===== src/rtl/wb_rom_loader.sv =====
// wb_rom_loader
//   Wishbone classic initiator that packs an 8-bit byte stream into 32-bit
//   little-endian words. Each word goes to consecutive word addresses from a
//   base address. An optional read-back pass compares each word after it is
//   written. Used to fill the program ROM window from an on-chip byte source.
//
// Ports
//   wb_clk_i, wb_rst_i        clock, synchronous active-high reset
//   start                     transfer request (honoured in IDLE/DONE/ERR only)
//   base_adr, word_count      transfer setup, latched on an accepted start
//   verify                    enable read-back compare, latched on start
//   in_data/in_valid/in_ready byte stream input (valid/ready handshake)
//   wbm_*                     Wishbone classic initiator port
//   busy, done, error         transfer status levels
//   err_code                  0 none, 1 ack timeout, 2 verify mismatch
//   words_done                words fully committed so far
module wb_rom_loader #(
  parameter int unsigned CNT_W          = 10,
  parameter int unsigned TIMEOUT_CYCLES = 255
) (
  input  logic             wb_clk_i,
  input  logic             wb_rst_i,
  input  logic             start,
  input  logic [31:0]      base_adr,
  input  logic [CNT_W-1:0] word_count,
  input  logic             verify,
  input  logic [7:0]       in_data,
  input  logic             in_valid,
  output logic             in_ready,
  output logic             wbm_cyc_o,
  output logic             wbm_stb_o,
  output logic             wbm_we_o,
  output logic [3:0]       wbm_sel_o,
  output logic [31:0]      wbm_adr_o,
  output logic [31:0]      wbm_dat_o,
  input  logic [31:0]      wbm_dat_i,
  input  logic             wbm_ack_i,
  output logic             busy,
  output logic             done,
  output logic             error,
  output logic [1:0]       err_code,
  output logic [CNT_W-1:0] words_done
);

  localparam int unsigned ADR_W = 32;
  localparam int unsigned TMO_W = 16;
  localparam logic [TMO_W-1:0] TMO_LAST    = TMO_W'(TIMEOUT_CYCLES - 1);
  localparam logic [1:0]       ERR_NONE    = 2'd0;
  localparam logic [1:0]       ERR_TIMEOUT = 2'd1;
  localparam logic [1:0]       ERR_VERIFY  = 2'd2;

  typedef enum logic [2:0] {
    S_IDLE    = 3'd0,
    S_COLLECT = 3'd1,
    S_WRITE   = 3'd2,
    S_READ    = 3'd3,
    S_DONE    = 3'd4,
    S_ERR     = 3'd5
  } state_t;

  state_t state, state_nxt;

  // Latched transfer setup and datapath registers
  logic [ADR_W-1:0] base_q,  base_nxt;
  logic [CNT_W-1:0] count_q, count_nxt;
  logic             verify_q, verify_nxt;
  logic [31:0]      word_q,  word_nxt;
  logic [1:0]       byte_idx, byte_idx_nxt;
  logic [TMO_W-1:0] tmo_cnt, tmo_nxt;

  // Next values of the registered outputs
  logic             in_ready_nxt;
  logic             cyc_nxt, stb_nxt, we_nxt;
  logic [3:0]       sel_nxt;
  logic [31:0]      adr_nxt, dat_nxt;
  logic             busy_nxt, done_nxt, error_nxt;
  logic [1:0]       err_code_nxt;
  logic [CNT_W-1:0] words_done_nxt;

  // Event decode
  logic             start_ok, byte_acc, last_byte, bus_ack, tmo_hit;
  logic             rd_match, last_word;
  logic [CNT_W-1:0] wd_inc;
  logic [ADR_W-1:0] word_adr;
  logic             commit, abort;
  logic [1:0]       abort_code;

  assign start_ok  = start && ((state == S_IDLE) || (state == S_DONE) || (state == S_ERR));
  assign byte_acc  = (state == S_COLLECT) && in_valid && in_ready;
  assign last_byte = byte_acc && (byte_idx == 2'd3);
  // An ack seen while no cycle is open is ignored
  assign bus_ack   = wbm_cyc_o && wbm_stb_o && wbm_ack_i;
  // Ack in the final permitted cycle wins over the timeout
  assign tmo_hit   = wbm_stb_o && !wbm_ack_i && (tmo_cnt == TMO_LAST);
  assign rd_match  = (wbm_dat_i == wbm_dat_o);
  assign wd_inc    = words_done + CNT_W'(1);
  assign last_word = (wd_inc == count_q);
  assign word_adr  = base_q + (ADR_W'(words_done) << 2);

  // State register
  always_ff @(posedge wb_clk_i) begin
    if (wb_rst_i) begin
      state <= S_IDLE;
    end else begin
      state <= state_nxt;
    end
  end

  // Next-state logic
  always_comb begin
    state_nxt = state;
    case (state)
      S_IDLE, S_DONE, S_ERR: begin
        if (start_ok) begin
          state_nxt = (word_count == '0) ? S_DONE : S_COLLECT;
        end
      end
      S_COLLECT: begin
        if (last_byte) state_nxt = S_WRITE;
      end
      S_WRITE: begin
        if (bus_ack) begin
          if (verify_q)       state_nxt = S_READ;
          else if (last_word) state_nxt = S_DONE;
          else                state_nxt = S_COLLECT;
        end else if (tmo_hit) begin
          state_nxt = S_ERR;
        end
      end
      S_READ: begin
        if (bus_ack) begin
          if (!rd_match)      state_nxt = S_ERR;
          else if (last_word) state_nxt = S_DONE;
          else                state_nxt = S_COLLECT;
        end else if (tmo_hit) begin
          state_nxt = S_ERR;
        end
      end
      default: state_nxt = S_IDLE;
    endcase
  end

  // Output and datapath next values
  always_comb begin
    base_nxt       = base_q;
    count_nxt      = count_q;
    verify_nxt     = verify_q;
    word_nxt       = word_q;
    byte_idx_nxt   = byte_idx;
    tmo_nxt        = tmo_cnt;
    in_ready_nxt   = in_ready;
    cyc_nxt        = wbm_cyc_o;
    stb_nxt        = wbm_stb_o;
    we_nxt         = wbm_we_o;
    sel_nxt        = wbm_sel_o;
    adr_nxt        = wbm_adr_o;
    dat_nxt        = wbm_dat_o;
    busy_nxt       = busy;
    done_nxt       = done;
    error_nxt      = error;
    err_code_nxt   = err_code;
    words_done_nxt = words_done;
    commit         = 1'b0;
    abort          = 1'b0;
    abort_code     = ERR_NONE;

    // Counts cycles the strobe has waited for an ack
    if (wbm_stb_o && !wbm_ack_i) begin
      tmo_nxt = tmo_cnt + TMO_W'(1);
    end

    case (state)
      S_IDLE, S_DONE, S_ERR: begin
        if (start_ok) begin
          base_nxt       = base_adr & ~32'h3;
          count_nxt      = word_count;
          verify_nxt     = verify;
          byte_idx_nxt   = 2'd0;
          done_nxt       = 1'b0;
          error_nxt      = 1'b0;
          err_code_nxt   = ERR_NONE;
          words_done_nxt = '0;
          if (word_count == '0) begin
            busy_nxt = 1'b0;
            done_nxt = 1'b1;
          end else begin
            busy_nxt     = 1'b1;
            in_ready_nxt = 1'b1;
          end
        end
      end

      S_COLLECT: begin
        if (byte_acc) begin
          word_nxt[{byte_idx, 3'b000} +: 8] = in_data;
          byte_idx_nxt = byte_idx + 2'd1;
          if (last_byte) begin
            // Launch the write with the completed word
            in_ready_nxt = 1'b0;
            cyc_nxt      = 1'b1;
            stb_nxt      = 1'b1;
            we_nxt       = 1'b1;
            sel_nxt      = 4'hF;
            adr_nxt      = word_adr;
            dat_nxt      = {in_data, word_q[23:0]};
            tmo_nxt      = '0;
          end
        end
      end

      S_WRITE: begin
        if (bus_ack) begin
          cyc_nxt = 1'b0;
          stb_nxt = 1'b0;
          we_nxt  = 1'b0;
          commit  = !verify_q;
        end else if (tmo_hit) begin
          abort      = 1'b1;
          abort_code = ERR_TIMEOUT;
        end
      end

      S_READ: begin
        if (!wbm_cyc_o) begin
          // First READ cycle is the idle gap after the write ack
          cyc_nxt = 1'b1;
          stb_nxt = 1'b1;
          we_nxt  = 1'b0;
          sel_nxt = 4'hF;
          tmo_nxt = '0;
        end else if (bus_ack) begin
          cyc_nxt = 1'b0;
          stb_nxt = 1'b0;
          if (rd_match) begin
            commit = 1'b1;
          end else begin
            abort      = 1'b1;
            abort_code = ERR_VERIFY;
          end
        end else if (tmo_hit) begin
          abort      = 1'b1;
          abort_code = ERR_TIMEOUT;
        end
      end

      default: ;
    endcase

    // Word committed: count it and either finish or gather the next word
    if (commit) begin
      words_done_nxt = wd_inc;
      if (last_word) begin
        busy_nxt = 1'b0;
        done_nxt = 1'b1;
      end else begin
        in_ready_nxt = 1'b1;
      end
    end

    // Transfer aborted: release the bus and flag the cause
    if (abort) begin
      cyc_nxt      = 1'b0;
      stb_nxt      = 1'b0;
      we_nxt       = 1'b0;
      in_ready_nxt = 1'b0;
      busy_nxt     = 1'b0;
      error_nxt    = 1'b1;
      err_code_nxt = abort_code;
    end
  end

  // Output and datapath registers
  always_ff @(posedge wb_clk_i) begin
    if (wb_rst_i) begin
      base_q     <= '0;
      count_q    <= '0;
      verify_q   <= 1'b0;
      word_q     <= '0;
      byte_idx   <= 2'd0;
      tmo_cnt    <= '0;
      in_ready   <= 1'b0;
      wbm_cyc_o  <= 1'b0;
      wbm_stb_o  <= 1'b0;
      wbm_we_o   <= 1'b0;
      wbm_sel_o  <= 4'h0;
      wbm_adr_o  <= '0;
      wbm_dat_o  <= '0;
      busy       <= 1'b0;
      done       <= 1'b0;
      error      <= 1'b0;
      err_code   <= ERR_NONE;
      words_done <= '0;
    end else begin
      base_q     <= base_nxt;
      count_q    <= count_nxt;
      verify_q   <= verify_nxt;
      word_q     <= word_nxt;
      byte_idx   <= byte_idx_nxt;
      tmo_cnt    <= tmo_nxt;
      in_ready   <= in_ready_nxt;
      wbm_cyc_o  <= cyc_nxt;
      wbm_stb_o  <= stb_nxt;
      wbm_we_o   <= we_nxt;
      wbm_sel_o  <= sel_nxt;
      wbm_adr_o  <= adr_nxt;
      wbm_dat_o  <= dat_nxt;
      busy       <= busy_nxt;
      done       <= done_nxt;
      error      <= error_nxt;
      err_code   <= err_code_nxt;
      words_done <= words_done_nxt;
    end
  end

endmodule

===== config.mk =====
export PLATFORM = sky130hd
export DESIGN_NAME = wb_rom_loader
export DESIGN_NICKNAME = d
export VERILOG_FILES = /design/src/rtl/wb_rom_loader.sv
export SDC_FILE = /design/constraint.sdc
export NUM_CORES = 1
export LEC_CHECK = 0
export ABC_CLOCK_PERIOD_IN_PS = 2600
export CAP_MARGIN = 20
export CORE_ASPECT_RATIO = 1.1
export CORE_UTILIZATION = 45
export CTS_BUF_LIST = sky130_fd_sc_hd__clkbuf_8 sky130_fd_sc_hd__clkbuf_16
export CTS_CLUSTER_SIZE = 28
export DETAILED_ROUTE_END_ITERATION = 8
export PLACE_DENSITY_LB_ADDON = 0.1
export SETUP_SLACK_MARGIN = 0.02
export SLEW_MARGIN = 30
export SYNTH_ARGS = -nofsm -noshare
export SYNTH_HDL_FRONTEND = slang
export SYNTH_SLANG_ARGS = --single-unit

===== constraint.sdc =====
create_clock -name wb_clk_i -period 2.6 [get_ports wb_clk_i]
set_input_delay 0.39 -clock wb_clk_i [delete_from_list [all_inputs] [get_ports wb_clk_i]]
set_output_delay 0.39 -clock wb_clk_i [all_outputs]
set_load 0.05 [all_outputs]

# --- After elaboration in Yosys (flattened, before gate mapping) ---
# Cells that the tools add are included.
classes:
  n_addsub: 5
  eq_ne: 14
  n_shift: 2
  n_mux: 76
  reduce_logical: 34
op_table:
  columns: ["op", "n"]
  rows:
  - ["16-bit 2-to-1 mux", 4]
  - ["1-bit 2-to-1 mux", 38]
  - ["32-bit by 12-bit adder with 32-bit output", 1]
  - ["32-bit bitwise mux", 1]
  - ["32-bit == test", 1]
  - ["16-bit case mux with 2 select lines", 1]
  - ["8-bit by 7-bit variable shift with 32-bit output, first input constant", 1]
  - ["8-bit by 7-bit indexed part select with 32-bit output", 1]
  - ["10-bit 2-to-1 mux", 3]
  - ["3-bit 2-to-1 mux", 9]
  - ["16-bit by 1-bit adder with 16-bit output, second input constant", 1]
  - ["16-bit by 8-bit == test with 1-bit output, second input constant", 1]
  - ["2-bit 2-to-1 mux", 7]
  - ["4-bit 2-to-1 mux", 3]
  - ["3-bit case mux with 4 select lines", 1]
  - ["2-bit nonzero test", 6]
  - ["10-bit by 1-bit adder with 10-bit output, second input constant", 1]
  - ["10-bit == test", 1]
  - ["10-bit logical NOT", 1]
  - ["2-bit inequality test, second input constant", 5]
  - ["2-bit AND reduction", 5]
  - ["1-bit case mux with 3 select lines", 3]
  - ["3-bit AND reduction", 3]
  - ["1-bit logical AND", 8]
  - ["17 further kinds", 25]
word_totals:
  ff_bits: 181
  input_bits: 88
  out_inout_bits: 87
  elab_cells: 150

# --- Depth between registers and ports, before layout ---
depth:
  ltp_word: 9
  ltp_mapped: 11

# --- Least setup slack after synthesis ---
# OpenSTA, ideal clock, no wires.
synth_path:
  kind: "register to register"
  from: "register words_done[1]"
  to: "register wbm_adr_o[20]"
  setup_time_ns: 0.122
  t_arrival_ns: 2.633
  t_required_ns: 2.478
  setup_slack_ns: -0.154
  path_stages_with_launch: 11
  n_path_buf: 1
  period_less_slack_ns: 2.754
  path_cell_list: "dfxtp_1 inv_1 fa_1 and2b_1 o2111ai_1 a311oi_2 o21a_1 buf_4 and3_1 xnor2_1 a21oi_1"
synth_via:
  elab_chain_cells: 1
synth_lines:
  columns: ["item", "line_no", "source"]
  rows:
  - ["from (decl)", "42", "output logic [CNT_W-1:0] words_done"]
  - ["from (signal assigned)", "311", "words_done <= words_done_nxt;"]
  - ["32-bit by 12-bit adder with 32-bit output", "98", "assign word_adr = base_q + (ADR_W'(words_done) << 2);"]
  - ["to (signal assigned)", "305", "wbm_adr_o <= adr_nxt;"]
  - ["to (decl)", "34", "output logic [31:0] wbm_adr_o,"]
# Every way passes these cells.
# A chain may end at the register's enable or synchronous reset.

# --- Final worst setup path ---
layout_path:
  from: "register base_q[2]"
  to: "register wbm_adr_o[28]"
layout_via:
  elab_chain_cells: 1
layout_lines:
  columns: ["item", "line_no", "source"]
  rows:
  - ["from (decl)", "64", "logic [ADR_W-1:0] base_q, base_nxt;"]
  - ["from (signal assigned)", "294", "base_q <= base_nxt;"]
  - ["32-bit by 12-bit adder with 32-bit output", "98", null]
# Every way passes these cells.

==> metrics.yaml <==
start_kind: "register"
place_inst: 1369
worstMarginPinSlew_ps: 730
place_ws_ps: -30.5
yosysSeqAreaShare_pct: 42.5
synth.top_cell.area_share_pct: 42.5
criticalPathCategory: "reg2reg"
cts_buffers: 17
regArea_sq_mm: 0.00337
synth.area.mux_share_pct: 0.506
fillerInstances: 1617
cp_slowest_cell: "fa_2"
first_global_vias: 6760
route.detailed.drc: 0
hp-class: "in2reg"
crit_path_start: "base_q[2]"
cts_tree: "yes"
fin_crit_ps: 2450
power.share.switching_pct: 24.7
drive_gt1_share_pct: 8.22
area_growth_pct: 33.6
synthArstFlopShare_pct: 0
core_sq_mm: 0.0171
drt_pass1_iterations: 5
rr_endpoint: "wbm_adr_o[28]"
clk_pin_slew_ps: 60
synth_area_per_cell_sq_um: 7.99
cp-endpoint: "wbm_adr_o[28]"
cp_slowest_stage_delay_ps: 360
synth-simple-area-share_pct: 23.7
final-hold-violation-count: 0
cts-root-buf: "clkbuf_16"
cp_cell_sequence: "ha_4 > inv_1 > fa_2 > and2b_2 > o2111ai_4 > a311oi_2 > o21a_2 > clkbuf_16 > nand2_1 > xor2_1 > a21oi_1"
p_sw_mw: 1.34
numClockSinks: 168
ant_nets: 0
die_y_um: 141
cts_hold_buf: 0
num_vias: 7127
rsz0062_at_grt: "no"
start_util_pct: 46.3
clockPowerShare_pct: 42.6
synth_area_sq_mm: 0.00791
timing.final.crit_share_pct: 94.2
skew_ps: 12.3
fmax_ghz: 0.408
end_kind: "register"
combPwrFrac_pct: 8.4
wl_per_cell_um: 14.4
ys_seq_elements: 168
r2r_start: "base_q[2]"
antenna_found_initial: 0
synth_top_family_by_area: "simple AND/OR/NAND/NOR gates"
synth_fa_ha_area_share_pct: 3.10
io_pins: 175
status: "complete, no violations"
drtIter0Drc: 442
routed_via_density: 5.08
setup_tns_ps: 0
cp.required_ps: 2950
global_route.usage.total_pct: 22.9
place_hpwl_um: 14300
peakVddDrop_v: 0.000431
cp_max_fo: 5
p_int_mw: 4.09
reg2reg_depth: 11
pwr-share-seq_pct: 49.1
utilization_pct: 61.8
fin_ws_ps: 151
io_buffers: 170
die-width_um: 128
ys_top_cells_by_area: "dfxtp_1 (43%), nand2_1 (11%), a21oi_1 (9.3%), xnor2_1 (6.2%), xor2_1 (3.1%)"
wirelength_um: 20200
synthTopCellsByCount: "nand2_1 (227), dfxtp_1 (168), a21oi_1 (147), xnor2_1 (56), nand3_1 (44)"
antenna_cells: 0
synth_xor_area_share_pct: 9.51
synth_compound_area_share_pct: 16.3
grt_pass1_wl_um: 33100
dieArea_sq_mm: 0.0181
cap_violations: 0
gp_routability_congestion: 0.842
ys_warn_count: 0
yosysMostFrequentCell: "nand2_1"
crit_arrival_ps: 2800
rows: 50
synth.distinct_cells: 65
total_power_mw: 5.44
yosysTopAreaCell: "dfxtp_1"
p_per_area_mw_per_mm2: 515
multi_input_area_sq_mm: 0.00425
slew_viol_final: 0
finalNonFillerCells: 1402
power_leakage_nw: 3.75
synth_edf_count: 0
grt_max_degree: 72
grt-ovfl-total: 0
htree_levels: 4
fin_nets: 1263
maxSlewHeadroom_pct: 51.3
clock_path_buffers: 2
synthCells: 989
clock_latency_ps: 430
setup_viol_count_final: 0
ys_dominant_reg_cell: "dfxtp_1"
r2r_slack_ps: 150
[state kept, by name, summed over array words and instances, names as in the netlist]
register,count
err_code,2
word_q,24
state,3
words_done,10
wbm_we_o,1
tmo_cnt,16
byte_idx,2
done,1
in_ready,1
wbm_stb_o,1
wbm_sel_o,1
error,1
wbm_dat_o,32
count_q,10
base_q,30
wbm_cyc_o,1
busy,1
wbm_adr_o,30
verify_q,1
[worst min-delay path by stage]
stage               endpoint  startpoint  cells past startpoint
4_1_cts         wbm_adr_o[5]    wb_rst_i                      2
6_report        wbm_adr_o[5]    wb_rst_i                      2
5_1_grt        words_done[1]    wb_rst_i                      2
3_3_place_gp   wbm_dat_o[13]  word_q[13]                      2
3_5_place_dp       word_q[3]   word_q[3]                      2
2_1_floorplan      word_q[0]   word_q[0]                      2
[timing repair]
item / in CTS / in global routing
setup buffers: 0 / 1
setup endpoints to repair: 0 / 11
resized for setup: 0 / 9
[placed cells by master, fill, tap and decap left out, drive strengths merged, types with 21 or more instances in the layout]
cell           instances
nand2                227
clkdlybuf4s50        169
dfxtp                168
a21oi                147
xnor2                 57
nand3                 44
nor2                  42
buf                   37
o21ai                 34
xor2                  28
nand4                 22
inv                   21
[cell type report]
cell class	count	area share (%)
well taps	234	2.77
flip-flops and latches	168	31.9
multi-input cells	743	40.2
clock buffers	18	4.16
clock inverters	13	0.936
inverters	19	0.675
repair buffers	207	19.4
[per-stage QoR]
| stage | instance area (sq um) | hold WS (ps) |
|---|---|---|
| 2_1_floorplan | 7910 | 432 |
| 3_3_place_gp | 9950 | 438 |
| 3_5_place_dp | 9950 | 444 |
| 4_1_cts | 10500 | 377 |
| 5_1_grt | 10600 | 401 |
| 6_report | 10600 | 393 |
[critical path: cells and delay by family, from the launching register on]
family | cells | cell delay, ps
fa+ha+maj | 2 | 500
buf+inv | 2 | 210
xor+xnor | 1 | 150
simple gates | 2 | 310
flops | 1 | 350
compound gates | 4 | 860
[logic make-up (layout without fill, tap and decap cells)]
group / count (synthesis) / after routing
and+or+nand+nor: 407 / 407
muxes: 4 / 4
adders and majority gates: 19 / 19
buffers and inverters: 79 / 257
xor gates and xnor gates: 85 / 85
AOI/OAI and AO/OA: 226 / 226
other: 1 / 2
DFF: 168 / 168
[power by group through the flow]
stage / clock [mW] / combinational, mW / sequential [mW]
finish: 2.31 / 0.455 / 2.67
global placement: 0 / 0.449 / 2.72
detailed placement: 0 / 0.452 / 2.72
CTS: 2.36 / 0.455 / 2.67
floorplan: 0 / 0.233 / 2.72
global route: 2.48 / 0.500 / 2.67
[routing by layer]
| metal | global-route usage [%] | vias to the layer above | wire length [um] |
|---|---|---|---|
| li1 | - | 3716 | - |
| met1 | 30.0 | 3238 | 9580 |
| met2 | 37.6 | 157 | 9360 |
| met3 | 4.86 | 16 | 1010 |
| met4 | 6.38 | 0 | 223 |
| met5 | 0 | - | 0 |
No activity file was read; power rests on OpenSTA's default activity.
